$ cat config.mk
export PLATFORM = sky130hd
export DESIGN_NAME = fetch_sequencer
export DESIGN_NICKNAME = d
export VERILOG_FILES = /design/src/rtl/fetch_sequencer_pkg.sv /design/src/rtl/fetch_sequencer.sv
export SDC_FILE = /design/constraint.sdc
export NUM_CORES = 1
export LEC_CHECK = 0
export ABC_AREA = 1
export BUFFER_PORTS_ARGS = -buffer_cell sky130_fd_sc_hd__buf_2
export CAP_MARGIN = 10
export CORE_AREA = 8 8 189 191
export DETAILED_ROUTE_END_ITERATION = 16
export DIE_AREA = 0 0 197 199
export GPL_TIMING_DRIVEN = 0
export HOLD_SLACK_MARGIN = 0.06
export PLACE_DENSITY_LB_ADDON = 0.15
export SLEW_MARGIN = 20
export SYNTH_ARGS = -nofsm -noshare
export SYNTH_HDL_FRONTEND = slang
export SYNTH_SLANG_ARGS = --single-unit
$ cat constraint.sdc
create_clock -name clk -period 1.45 [get_ports clk]
set_input_delay 0.145 -clock clk [delete_from_list [all_inputs] [get_ports clk]]
set_output_delay 0.145 -clock clk [all_outputs]
set_load 0.01 [all_outputs]
$ cat src/rtl/fetch_sequencer_pkg.sv
`default_nettype none
// ============================================================================
// Module      : fetch_sequencer_pkg
// Description : Shared types and constants for the fetch sequencer.
//               Provides the sequencer state encoding, the architectural
//               register and instruction widths, and the sequential PC step.
// Revision    : 1.0  initial release
// ============================================================================
package fetch_sequencer_pkg;

    localparam int XLEN = 64;
    localparam int ILEN = 32;

    localparam logic [XLEN-1:0] PC_INC = 64'd4;

    typedef enum logic [1:0] {
        ST_IDLE  = 2'd0,
        ST_RUN   = 2'd1,
        ST_FAULT = 2'd2
    } state_e;

endpackage : fetch_sequencer_pkg
`default_nettype wire

$ cat src/rtl/fetch_sequencer.sv
`default_nettype none
// ============================================================================
// Module      : fetch_sequencer
// Description : Front-end controller of the pipeline. Owns the program
//               counter, presents it to the combinational fetch block,
//               registers each returned instruction into a one-entry
//               valid/ready buffer toward decode, applies redirects with a
//               buffer flush, and parks in FAULT on an invalid fetch address
//               until redirected.
// Ports       : clk, rst_n            clock, async active-low reset
//               if_pc                 PC driven into the fetch block
//               if_instruction        instruction returned for if_pc
//               if_inv_addr           if_pc misaligned / out of range
//               redirect_valid/_pc    branch/jump/trap redirect
//               out_valid/_ready      decode handshake
//               out_instruction/_pc   buffered instruction and its PC
//               fault, fault_pc       fault status and offending PC
//               fetch_count           completed handshakes, wraps mod 2^32
// Revision    : 1.0  initial release
// ============================================================================
module fetch_sequencer
    import fetch_sequencer_pkg::*;
#(
    parameter logic [63:0] RESET_PC  = 64'h0,
    parameter int          MEM_WORDS = 1024
) (
    input  logic            clk,
    input  logic            rst_n,
    output logic [XLEN-1:0] if_pc,
    input  logic [ILEN-1:0] if_instruction,
    input  logic            if_inv_addr,
    input  logic            redirect_valid,
    input  logic [XLEN-1:0] redirect_pc,
    output logic            out_valid,
    input  logic            out_ready,
    output logic [ILEN-1:0] out_instruction,
    output logic [XLEN-1:0] out_pc,
    output logic            fault,
    output logic [XLEN-1:0] fault_pc,
    output logic [31:0]     fetch_count
);

    // Elaboration-time sanity checks on the configuration.
    if (RESET_PC[1:0] != 2'b00) begin : g_bad_reset_pc
        $error("fetch_sequencer: RESET_PC must be word-aligned");
    end
    if (MEM_WORDS < 1) begin : g_bad_mem_words
        $error("fetch_sequencer: MEM_WORDS must be at least 1");
    end

    state_e          state_q;
    logic [XLEN-1:0] pc_q;
    logic            out_valid_q;
    logic [ILEN-1:0] out_instr_q;
    logic [XLEN-1:0] out_pc_q;
    logic            fault_q;
    logic [XLEN-1:0] fault_pc_q;
    logic [31:0]     fetch_count_q;

    logic            handshake;
    logic            buf_free;
    logic [XLEN-1:0] pc_seq_d;

    assign handshake = out_valid_q & out_ready;
    // The buffer can take a new instruction when empty or being drained now.
    assign buf_free  = ~out_valid_q | out_ready;
    assign pc_seq_d  = pc_q + PC_INC;

    always_ff @(posedge clk or negedge rst_n) begin
        if (!rst_n) begin
            state_q       <= ST_IDLE;
            pc_q          <= RESET_PC;
            out_valid_q   <= 1'b0;
            out_instr_q   <= '0;
            out_pc_q      <= '0;
            fault_q       <= 1'b0;
            fault_pc_q    <= '0;
            fetch_count_q <= '0;
        end else begin
            // Delivery accounting is independent of the state machine.
            if (handshake) begin
                fetch_count_q <= fetch_count_q + 32'd1;
            end

            case (state_q)
                ST_IDLE: begin
                    if (redirect_valid) begin
                        pc_q <= redirect_pc;
                    end
                    state_q <= ST_RUN;
                end

                ST_RUN: begin
                    if (redirect_valid) begin
                        pc_q        <= redirect_pc;
                        out_valid_q <= 1'b0;
                    end else if (buf_free) begin
                        if (!if_inv_addr) begin
                            out_instr_q <= if_instruction;
                            out_pc_q    <= pc_q;
                            out_valid_q <= 1'b1;
                            pc_q        <= pc_seq_d;
                        end else begin
                            fault_pc_q <= pc_q;
                            fault_q    <= 1'b1;
                            state_q    <= ST_FAULT;
                            // Only drop valid if the held entry left this cycle.
                            if (handshake) begin
                                out_valid_q <= 1'b0;
                            end
                        end
                    end
                end

                ST_FAULT: begin
                    if (redirect_valid) begin
                        pc_q        <= redirect_pc;
                        out_valid_q <= 1'b0;
                        fault_q     <= 1'b0;
                        state_q     <= ST_RUN;
                    end else if (handshake) begin
                        // A leftover buffered instruction may still drain.
                        out_valid_q <= 1'b0;
                    end
                end

                default: begin
                    state_q <= ST_IDLE;
                end
            endcase
        end
    end

    assign if_pc           = pc_q;
    assign out_valid       = out_valid_q;
    assign out_instruction = out_instr_q;
    assign out_pc          = out_pc_q;
    assign fault           = fault_q;
    assign fault_pc        = fault_pc_q;
    assign fetch_count     = fetch_count_q;

endmodule : fetch_sequencer
`default_nettype wire
==> flow_summary.toml, run 1 <==
[run_status]
run_status = "complete, but fails checks"
failed_checks = "setup timing"

[logic_synthesis]
syn_area_per_cell_sq_um = 7.86
post-synth-top-area-cell = "sky130_fd_sc_hd__dfrtp_1"
synth_nets = 1750
netlist.area_leader.share_pct = 50.3
async_flop_share_pct = 100
yosys_most_used_dff = "sky130_fd_sc_hd__dfrtp_1"
netlist_top_cells_area = "sky130_fd_sc_hd__dfrtp_1 50%, sky130_fd_sc_hd__nand2_1 14%, sky130_fd_sc_hd__o21ai_0 6.7%, sky130_fd_sc_hd__nor2_1 6.4%, sky130_fd_sc_hd__inv_1 4.4%"
yosys_register_bits = 260
synth.distinct_cells = 35
syn_area_sq_um = 12900
post_synth_edffs = 0
syn_inst = 1647
ys_warn_count = 0
yosysSeqAreaShare_pct = 50.3

[clock_network]
clockBufferDepth = 3
clock_tree.htree_level_count = 1
cts_tree = "built"
clock_latency_on_the_worst_skew_pair_ns = 0.57
clk_pin_slew_worst_paths_ns = 0.06
clock-sinks = 260
clock_tree.root_cell = "sky130_fd_sc_hd__clkbuf_16"
cts-buffers-inserted = 30

[critical_path]
reg2reg_depth = 9
timing.setup.critical_path_class = "reg -> reg"
ff2ff_setup_slack_ns = -0.43
setup.worst_path.end_class = "flop"
critPathMaxFanout = 6
data_required_time_at_the_worst_endpoint_ns = 1.93
timing.critical_path.from_type = "flop"
crit-reg2reg-capture = "if_pc[18]"
cp.arrival_ns = 2.36
worst_r2r_startpoint = "if_pc[2]"

[global_route]
grt_max_degree = 97
via_count_of_the_first_global_routing_pass = 14400
grt_remaining_overflow = 0
track_usage_pct = 28.9
grt_antenna_before_repair = 0
grt_first_pass_wirelength_um = 87000

[routing]
avgRoutedWirePerCell_um = 22.3
route.detailed.vias_per_inst = 5.23
routed-via-count = 14500
drc = 0
met1Wirelength_um = 25600
final_wirelength_um = 62100
detail-route-antenna-nets = 0
met2WireLength_um = 29200
top_metal_layer_carrying_routed_signals = "met4"
met3_wire_length_um = 4590
initialDrtViolationCount = 1030
drt_first_pass_iters = 8

[floorplanning]
design.die.area_sq_um = 39200
initial_core_utilization_pct = 39.4
die-width_um = 197
fp.coreArea_sq_um = 32900
rows = 67
fp.dieH_um = 199
io_pins = 359

[cells_and_area]
finish.net_count = 2417
syn_to_final_growth_pct = 72.3
n_antenna_cell = 0
register_area_sq_um = 6560
fill_cells = 2639
drive_above_1_share_pct = 50.4
multiInputGateArea_sq_um = 7730
finalInstanceArea_sq_um = 22300
finish.utilization_pct = 67.9

[power]
max-vdd-ir-drop_uv = 1310
p_leak_nw = 11.2
power.share.clock_pct = 16.0
p_total_w = 0.0455
seqPwrFrac_pct = 30.4
intPower_w = 0.0255
power.switching_fraction_pct = 43.8
switching_power_w = 0.0199
comb_power_share_pct = 53.5
power_per_cell_area_nw_per_um2 = 2040

[placement]
routability_congestion = 0.961
detailed_place.area_sq_um = 15400
dpl.hpwl_um = 42100
io_buffers = 358

[sta]
finalClockSkew_ns = 0.0327
final.setup.worst_slack_ns = -0.431
max_freq_ghz = 0.532
fin_crit_sh_pct = 130
grt_setup_unrepaired = "yes"
timing.final.crit_period_ns = 1.88
final_max_slew_viol_count = 0
tightestPinTransition_ns = 0.590
worst_slew_margin_rel_pct = 60.7
report.final.hold_viol_count = 0
setup_violations = 246

[hold_path]
worstHoldPathType = "in -> async"

[run]
cap_violations = 0
-- power by group through the flow --
stage	clock network (W)	registers, W	logic (W)
after floorplan	0	0.0141	0.00680
after global placement	0	0.0131	0.0150
after detailed placement	0	0.0132	0.0152
after CTS	0.00741	0.0130	0.0198
after global routing	0.00770	0.0142	0.0259
final	0.00729	0.0138	0.0243
-- synth_stat cells (13+ instances only) --
cell type	count
sky130_fd_sc_hd__a21oi_1	21
sky130_fd_sc_hd__buf_2	34
sky130_fd_sc_hd__clkbuf_1	23
sky130_fd_sc_hd__dfrtp_1	260
sky130_fd_sc_hd__inv_1	150
sky130_fd_sc_hd__mux2_2	32
sky130_fd_sc_hd__nand2_1	494
sky130_fd_sc_hd__nand3_1	74
sky130_fd_sc_hd__nand4_1	20
sky130_fd_sc_hd__nor2_1	219
sky130_fd_sc_hd__nor2_2	13
sky130_fd_sc_hd__nor3_1	17
sky130_fd_sc_hd__o21ai_0	174
sky130_fd_sc_hd__xor2_1	28
-- cell families (layout without fill, tap and decap cells) --
family | Yosys count | count (layout) | synth area share [%]
flip-flops | 260 | 260 | 50.3
AND/OR/NAND/NOR | 867 | 867 | 28.1
adder cells (fa/ha/maj) | 2 | 2 | 0.193
buffers and inverters | 215 | 897 | 6.59
AO/OA/AOI/OAI | 232 | 232 | 9.37
XOR/XNOR | 39 | 39 | 2.64
multiplexers | 32 | 32 | 2.78
-- cell type report --
class / count / share of cell area (%)
tap: 448 / 2.51
clock inverter: 6 / 0.275
sequential: 260 / 29.4
clock buffer: 41 / 3.87
timing repair buffer: 636 / 22.5
buffer: 57 / 3.94
inverter: 157 / 2.82
multi-input combinational: 1172 / 34.7
-- sequential cells by signal, indices dropped and copies added, names as in the netlist --
signal           count
fault                1
state_q              2
if_pc               64
out_instruction     32
out_pc              64
fetch_count         32
out_valid            1
fault_pc            64
-- routing by layer --
metal / global-route usage (%) / vias to the layer above
li1: - / 6608
met1: 37.8 / 7121
met2: 47.5 / 637
met3: 5.18 / 162
met4: 10.7 / 0
met5: 0 / -
-- cell usage in the layout, fill, tap and decap left out, drive strengths merged --
cell          netlist  routed
inv               157     156
nand3              78      78
buf                35     562
nand4              21      21
dfrtp             260     260
bufinv              0       1
a211oi              1       1
clkbuf             23      67
clkinvlp            0       2
nand3b              3       3
ha                  2       2
nand2             505     505
xor2               28      28
o311ai              1       1
nor2              240     240
dlygate4sd3         0     102
o21bai              5       5
o21ai             185     185
xnor2              11      11
a22oi               7       7
o22ai              10      10
bufbuf              0       1
mux2               32      32
nor3               20      20
a31oi               2       2
clkinv              0       4
a21oi              21      21
dlymetal6s4s        0       2
-- through the flow --
step	cells	setup slack [ns]	hold WS, ns	TNS, ns
after floorplan	1647	-0.0732	-0.151	-0.632
after global placement	2453	-5.12	0.378	-1307.78
after detailed placement	2455	-0.811	0.166	-108.82
after CTS	2702	-0.237	0.168	-20.41
after global routing	2777	-0.463	0.210	-48.16
final	2777	-0.431	0.147	-34.21
-- worst max path at each step --
stage / start / end / depth (start not counted)
global route: if_pc[3] / if_pc[18] / 9
CTS: if_pc[3] / if_pc[38] / 10
global placement: rst_n / if_pc[2] / 1
finish: if_pc[2] / if_pc[18] / 9
floorplan: fetch_count[1] / fetch_count[30] / 8
detailed placement: out_valid / fault_pc[25] / 7
-- timing repair --
action,4_1_cts,5_1_grt
endpoints found under the setup margin,244,272
gates cloned,10,17
hold buffers,104,0
pin swaps,83,88
hold endpoints to repair,173,0
setup buffers,86,68
resized for setup,529,541
-- critical path, cell delays in order, from the launching register on --
cell	delay (ns)
sky130_fd_sc_hd__dfrtp_2	0.42
sky130_fd_sc_hd__ha_4	0.19
sky130_fd_sc_hd__nand2_4	0.06
sky130_fd_sc_hd__nor2_4	0.23
sky130_fd_sc_hd__nand2_4	0.16
sky130_fd_sc_hd__nor2_8	0.22
sky130_fd_sc_hd__buf_6	0.13
sky130_fd_sc_hd__xor2_1	0.17
sky130_fd_sc_hd__nor2_1	0.07
sky130_fd_sc_hd__o22ai_1	0.14
(Power assumes the default switching activity.)
==> run 2: changes to the inputs <==
--- a/config.mk
+++ b/config.mk
@@ -8,9 +8,9 @@
 export ABC_AREA = 1
 export BUFFER_PORTS_ARGS = -buffer_cell sky130_fd_sc_hd__buf_2
 export CAP_MARGIN = 10
-export CORE_AREA = 8 8 189 191
+export CORE_AREA = 2 2 183 185
 export DETAILED_ROUTE_END_ITERATION = 16
-export DIE_AREA = 0 0 197 199
+export DIE_AREA = 0 0 185 187
 export GPL_TIMING_DRIVEN = 0
 export HOLD_SLACK_MARGIN = 0.06
 export PLACE_DENSITY_LB_ADDON = 0.15
==> constraint.sdc (replaced) <==
create_clock -name clk -period 1.8 [get_ports clk]
set_input_delay 0.18 -clock clk [delete_from_list [all_inputs] [get_ports clk]]
set_output_delay 0.18 -clock clk [all_outputs]
set_load 0.01 [all_outputs]
==> flow_summary.toml, run 2 (synthesized netlist as in run 1, its figures left out) <==
[clock_network]
cts-buffers-inserted = 28
cts_tree = "built"
clock_tree.root_cell = "sky130_fd_sc_hd__clkbuf_16"
clock_tree.htree_level_count = 1
clk_pin_slew_worst_paths_ns = 0.06
clock_latency_on_the_worst_skew_pair_ns = 0.56
clock-sinks = 260
clockBufferDepth = 3

[hold_path]
worstHoldPathType = "in -> async"

[critical_path]
timing.critical_path.from_type = "flop"
worst_r2r_startpoint = "if_pc[21]"
cp.arrival_ns = 2.30
reg2reg_depth = 10
critPathMaxFanout = 5
setup.worst_path.end_class = "flop"
timing.setup.critical_path_class = "reg -> reg"
ff2ff_setup_slack_ns = -0.001
data_required_time_at_the_worst_endpoint_ns = 2.29
crit-reg2reg-capture = "if_pc[58]"

[sta]
tightestPinTransition_ns = 0.608
max_freq_ghz = 0.555
whs_ns = 0.198
worst_slew_margin_rel_pct = 59.4
grt_setup_unrepaired = "yes"
fin_crit_sh_pct = 100
final_max_slew_viol_count = 0
setup_violations = 1
report.final.hold_viol_count = 0
finalClockSkew_ns = 0.00959
timing.final.crit_period_ns = 1.80
final.setup.worst_slack_ns = -0.00124

[floorplanning]
design.die.area_sq_um = 34600
io_pins = 359
die-width_um = 185
rows = 67
fp.coreArea_sq_um = 32900
fp.dieH_um = 187
initial_core_utilization_pct = 39.4

[placement]
dpl.hpwl_um = 39100
routability_congestion = 1.01
io_buffers = 358
place_inst = 2455
detailed_place.area_sq_um = 15400

[cells_and_area]
commonest_cells_after_routing_fill_and_taps_aside = "473 x sky130_fd_sc_hd__nand2_1, 376 x sky130_fd_sc_hd__buf_2, 236 x sky130_fd_sc_hd__dfrtp_1"
drive_above_1_share_pct = 29.8
syn_to_final_growth_pct = 38.7
final_cells = 2629
finish.net_count = 2264
finalInstanceArea_sq_um = 17900
final_common_cell = "sky130_fd_sc_hd__nand2_1"

[routing]
route.detailed.vias_per_inst = 5.03
final_wirelength_um = 51500
detail-route-antenna-nets = 0
drt_first_pass_iters = 8
drc = 0
routed-via-count = 13200
initialDrtViolationCount = 853
avgRoutedWirePerCell_um = 19.6

[power]
p_leak_nw = 9.07
power_per_cell_area_nw_per_um2 = 1630
max-vdd-ir-drop_uv = 912

[global_route]
via_count_of_the_first_global_routing_pass = 12800
grt_max_degree = 96
grt_antenna_before_repair = 1
grt_first_pass_wirelength_um = 76200
track_usage_pct = 29.0
grt_remaining_overflow = 0

[run_status]
run_status = "complete, but fails checks"
failed_checks = "setup timing"

[run]
cap_violations = 0
-- run 2: changes by cell type in the layout (fill, tap and decap cells not counted), moves of 64 or more --
cell / before / now
sky130_fd_sc_hd__buf_4: 92 / 28
sky130_fd_sc_hd__nand2_1: 294 / 473
sky130_fd_sc_hd__nand2_2: 132 / 29
sky130_fd_sc_hd__nand2_4: 79 / 3
sky130_fd_sc_hd__o21ai_0: 27 / 172
sky130_fd_sc_hd__o21ai_1: 80 / 12
sky130_fd_sc_hd__o21ai_2: 77 / 1
-- run 2: worst max path at each step --
stage                    from           end  slack (ns)  cells after the start
global placement        rst_n    out_pc[41]       -4.29                      1
detailed placement  out_valid  fault_pc[34]       -0.43                      7
finish              if_pc[21]     if_pc[58]      -0.001                     10
global route         if_pc[3]     if_pc[62]       -0.06                     10
CTS                 if_pc[33]     if_pc[58]      0.0007                      9
floorplan            if_pc[3]     if_pc[38]        0.12                     10
-- run 2: layout make-up --
| cell class | count | area, sq um |
|---|---|---|
| antenna | 1 | 2.50 |
| buffer | 58 | 349 |
| clock buffer | 43 | 848 |
| clock inverter | 6 | 55.1 |
| fill | 3174 | 14900 |
| inverter | 157 | 597 |
| multi-input combinational | 1172 | 5940 |
| sequential | 260 | 6540 |
| tap | 448 | 561 |
| timing repair buffer | 484 | 3060 |
-- run 2: where the power goes --
group / leakage [nW] / switching [W] / internal (W) / total, W
sequential: 3.17 / 0.00219 / 0.00842 / 0.0106
combinational: 5.44 / 0.00818 / 0.00466 / 0.0128
clock: 0.450 / 0.00240 / 0.00335 / 0.00575
-- run 2: worst max-delay path, stage by stage (launching register included) --
cell and delay [ns]:
sky130_fd_sc_hd__dfrtp_1 0.42, sky130_fd_sc_hd__nand2_1 0.16, sky130_fd_sc_hd__nor2_2 0.20, sky130_fd_sc_hd__nand2_1 0.15
sky130_fd_sc_hd__inv_1 0.09, sky130_fd_sc_hd__nand2_1 0.05, sky130_fd_sc_hd__nor2_1 0.30, sky130_fd_sc_hd__nand3_1 0.13
sky130_fd_sc_hd__nand3_1 0.13, sky130_fd_sc_hd__nand2_1 0.06, sky130_fd_sc_hd__nand2_1 0.05
-- run 2: repair_timing --
action                                  in CTS  in global routing
hold buffers                               100                  0
pin swaps                                    3                 12
hold endpoints to repair                   179                  0
endpoints found under the setup margin     183                160
gates resized for setup                     60                125
setup buffers                                7                 17
-- run 2: metrics by stage --
stage	setup TNS, ns	utilization, %	setup slack, ns	total power [W]
floorplan	0	-	0.121	0.0168
global placement	-1131.89	46.5	-4.29	0.0223
detailed placement	-29.80	46.7	-0.430	0.0225
CTS	0	53.2	0.000722	0.0287
global route	-0.458	54.6	-0.0585	0.0311
finish	-0.00124	54.6	-0.00124	0.0292
-- run 2: routing by layer --
metal	global-route usage, %	vias up	share of wire, %
met5	0	-	0
li1	-	6284	-
met4	7.78	0	2.6
met3	5.49	73	7.6
met1	39.2	6381	43
met2	47.8	484	47
==> run 3: changes to the inputs <==
--- a/config.mk
+++ b/config.mk
@@ -8,9 +8,11 @@
 export ABC_AREA = 1
 export BUFFER_PORTS_ARGS = -buffer_cell sky130_fd_sc_hd__buf_2
 export CAP_MARGIN = 10
-export CORE_AREA = 2 2 183 185
+export CELL_PAD_IN_SITES_DETAIL_PLACEMENT = 0
+export CELL_PAD_IN_SITES_GLOBAL_PLACEMENT = 1
+export CORE_AREA = 2 2 188 190
 export DETAILED_ROUTE_END_ITERATION = 16
-export DIE_AREA = 0 0 185 187
+export DIE_AREA = 0 0 190 192
 export GPL_TIMING_DRIVEN = 0
 export HOLD_SLACK_MARGIN = 0.06
 export PLACE_DENSITY_LB_ADDON = 0.15
==> flow_summary.toml, run 3 (synthesized netlist as in run 1, its figures left out) <==
[routing]
drt_first_pass_iters = 5
initialDrtViolationCount = 879
route.detailed.vias_per_inst = 5.07
routed-via-count = 13400
avgRoutedWirePerCell_um = 20.8
drc = 0
detail-route-antenna-nets = 0
final_wirelength_um = 55100

[power]
intPower_w = 0.0173
max-vdd-ir-drop_uv = 863
seqPwrFrac_pct = 35.1
switching_power_w = 0.0132
p_leak_nw = 9.25
power.share.clock_pct = 20.9
power.switching_fraction_pct = 43.3
power_per_cell_area_nw_per_um2 = 1650
comb_power_share_pct = 44.0

[global_route]
grt_first_pass_wirelength_um = 80900
track_usage_pct = 29.7
grt_antenna_before_repair = 3
grt_remaining_overflow = 0
grt_max_degree = 86
via_count_of_the_first_global_routing_pass = 12900

[run_status]
run_status = "finished clean"

[critical_path]
reg2reg_depth = 8
cp.arrival_ns = 2.22
critPathMaxFanout = 5
timing.critical_path.from_type = "flop"
worst_path_cell_chain = "clkinvlp_4, nor2_4, nand2_4, nor2_4, nand2_4, xor2_1, o21bai_1, nand2_1"
cp_slowest_cell = "sky130_fd_sc_hd__dfrtp_2"
worstSetupStartpoint = "if_pc[2]"
setup.worst_path.end_class = "flop"
timing.setup.critical_path_class = "reg -> reg"
worst_r2r_startpoint = "if_pc[2]"
crit_family = "simple AND/OR/NAND/NOR gates"
data_required_time_at_the_worst_endpoint_ns = 2.23
critical-path-max-stage-delay_ns = 0.45
worst-path-stages = 8
cp.buffers_inverters = 1

[sta]
final_max_slew_viol_count = 0
totalNegativeSetupSlack_ns = 0
fin_crit_sh_pct = 99.2
max_freq_ghz = 0.560
tightestPinTransition_ns = 0.603
timing.final.crit_period_ns = 1.79
finalClockSkew_ns = 0.0215
worst_slew_margin_rel_pct = 59.8
whs_ns = 0.117
grt_setup_unrepaired = "yes"
report.final.hold_viol_count = 0
setup_violations = 0

[hold_path]
worstHoldPathType = "in -> async"

[clock_network]
clock_latency_on_the_worst_skew_pair_ns = 0.56
clock_tree.root_cell = "sky130_fd_sc_hd__clkbuf_16"
clk_pin_slew_worst_paths_ns = 0.07
cts-buffers-inserted = 29
clock-sinks = 260
clock_tree.htree_level_count = 1
clockBufferDepth = 3
cts_tree = "built"

[floorplanning]
design.die.area_sq_um = 36500
fp.dieH_um = 192
initial_core_utilization_pct = 37.7
fp.coreArea_sq_um = 34300
die-width_um = 190
io_pins = 359
rows = 68

[placement]
place_inst = 2463
dpl.hpwl_um = 42800
io_buffers = 358
detailed_place.area_sq_um = 15400
routability_congestion = 0.969

[cells_and_area]
finish.utilization_pct = 53.7
finalInstanceArea_sq_um = 18400
final_cells = 2654
finish.net_count = 2280
final_common_cell = "sky130_fd_sc_hd__nand2_1"
commonest_cells_after_routing_fill_and_taps_aside = "460 x sky130_fd_sc_hd__nand2_1, 374 x sky130_fd_sc_hd__buf_2, 225 x sky130_fd_sc_hd__dfrtp_1"
drive_above_1_share_pct = 32.7
syn_to_final_growth_pct = 42.4

[run]
cap_violations = 0
[run 3: cell types whose count changed in the layout (fill, tap and decap cells not counted), moves of 7 or more]
| cell | change |
|---|---|
| sky130_fd_sc_hd__buf_4 | +13 |
| sky130_fd_sc_hd__nor2_2 | +7 |
| sky130_fd_sc_hd__nor2_4 | +7 |
| sky130_fd_sc_hd__dfrtp_2 | +11 |
| sky130_fd_sc_hd__nand3_1 | -8 |
| sky130_fd_sc_hd__nand2_1 | -13 |
| sky130_fd_sc_hd__dfrtp_1 | -11 |
| sky130_fd_sc_hd__nand2_2 | +10 |
| sky130_fd_sc_hd__nand3_2 | +7 |
| sky130_fd_sc_hd__nor2_1 | -14 |
[run 3: final cells by class]
class	instances	area (sq um)
Fill cell	3326	15900
Antenna cell	3	7.51
Sequential cell	260	6550
Inverter	157	603
Timing Repair Buffer	499	3220
Clock buffer	35	778
Buffer	58	357
Clock inverter	15	231
Multi-Input combinational cell	1172	6100
Tap cell	455	569
[run 3: worst paths after layout]
| check | to | slack [ns] |
|---|---|---|
| setup / recovery | if_pc[33] | 0.01 |
| hold / removal | fetch_count[16] | 0.12 |
| setup reg to reg | if_pc[33] | 0.01 |
| hold reg to reg | fault_pc[0] | 0.48 |
| max in group asynchronous | if_pc[24] | 0.59 |
| min in group clk | out_instruction[31] | 0.36 |
[run 3: what timing repair did]
item	in CTS	in global routing
resized for setup	93	158
buffers inserted	8	30
pin swaps	7	31
hold buffers	100	0
endpoints found under the setup margin	192	235
endpoints found under the hold margin	282	0
[run 3: per-layer routing]
| metal | vias up | GRT usage, % | wire length [um] |
|---|---|---|---|
| li1 | 6346 | - | - |
| met1 | 6499 | 40.7 | 24200 |
| met2 | 530 | 49.4 | 25700 |
| met3 | 72 | 4.33 | 3780 |
| met4 | 2 | 7.90 | 1490 |
| met5 | - | 0 | 18 |
[run 3: metrics by stage]
step / power (W) / setup WS (ns)
detailed placement: 0.0228 / -0.540
floorplan: 0.0168 / 0.121
global route: 0.0325 / -0.0762
finish: 0.0305 / 0.0147
CTS: 0.0297 / -0.0261
global placement: 0.0226 / -4.45
[run 3: power by group through the flow]
| stage | Combinational (W) | Sequential, W | Clock (W) |
|---|---|---|---|
| floorplan | 0.00544 | 0.0113 | 0 |
| global placement | 0.0120 | 0.0106 | 0 |
| detailed placement | 0.0121 | 0.0107 | 0 |
| CTS | 0.0126 | 0.0106 | 0.00647 |
| global route | 0.0147 | 0.0110 | 0.00670 |
| finish | 0.0134 | 0.0107 | 0.00636 |
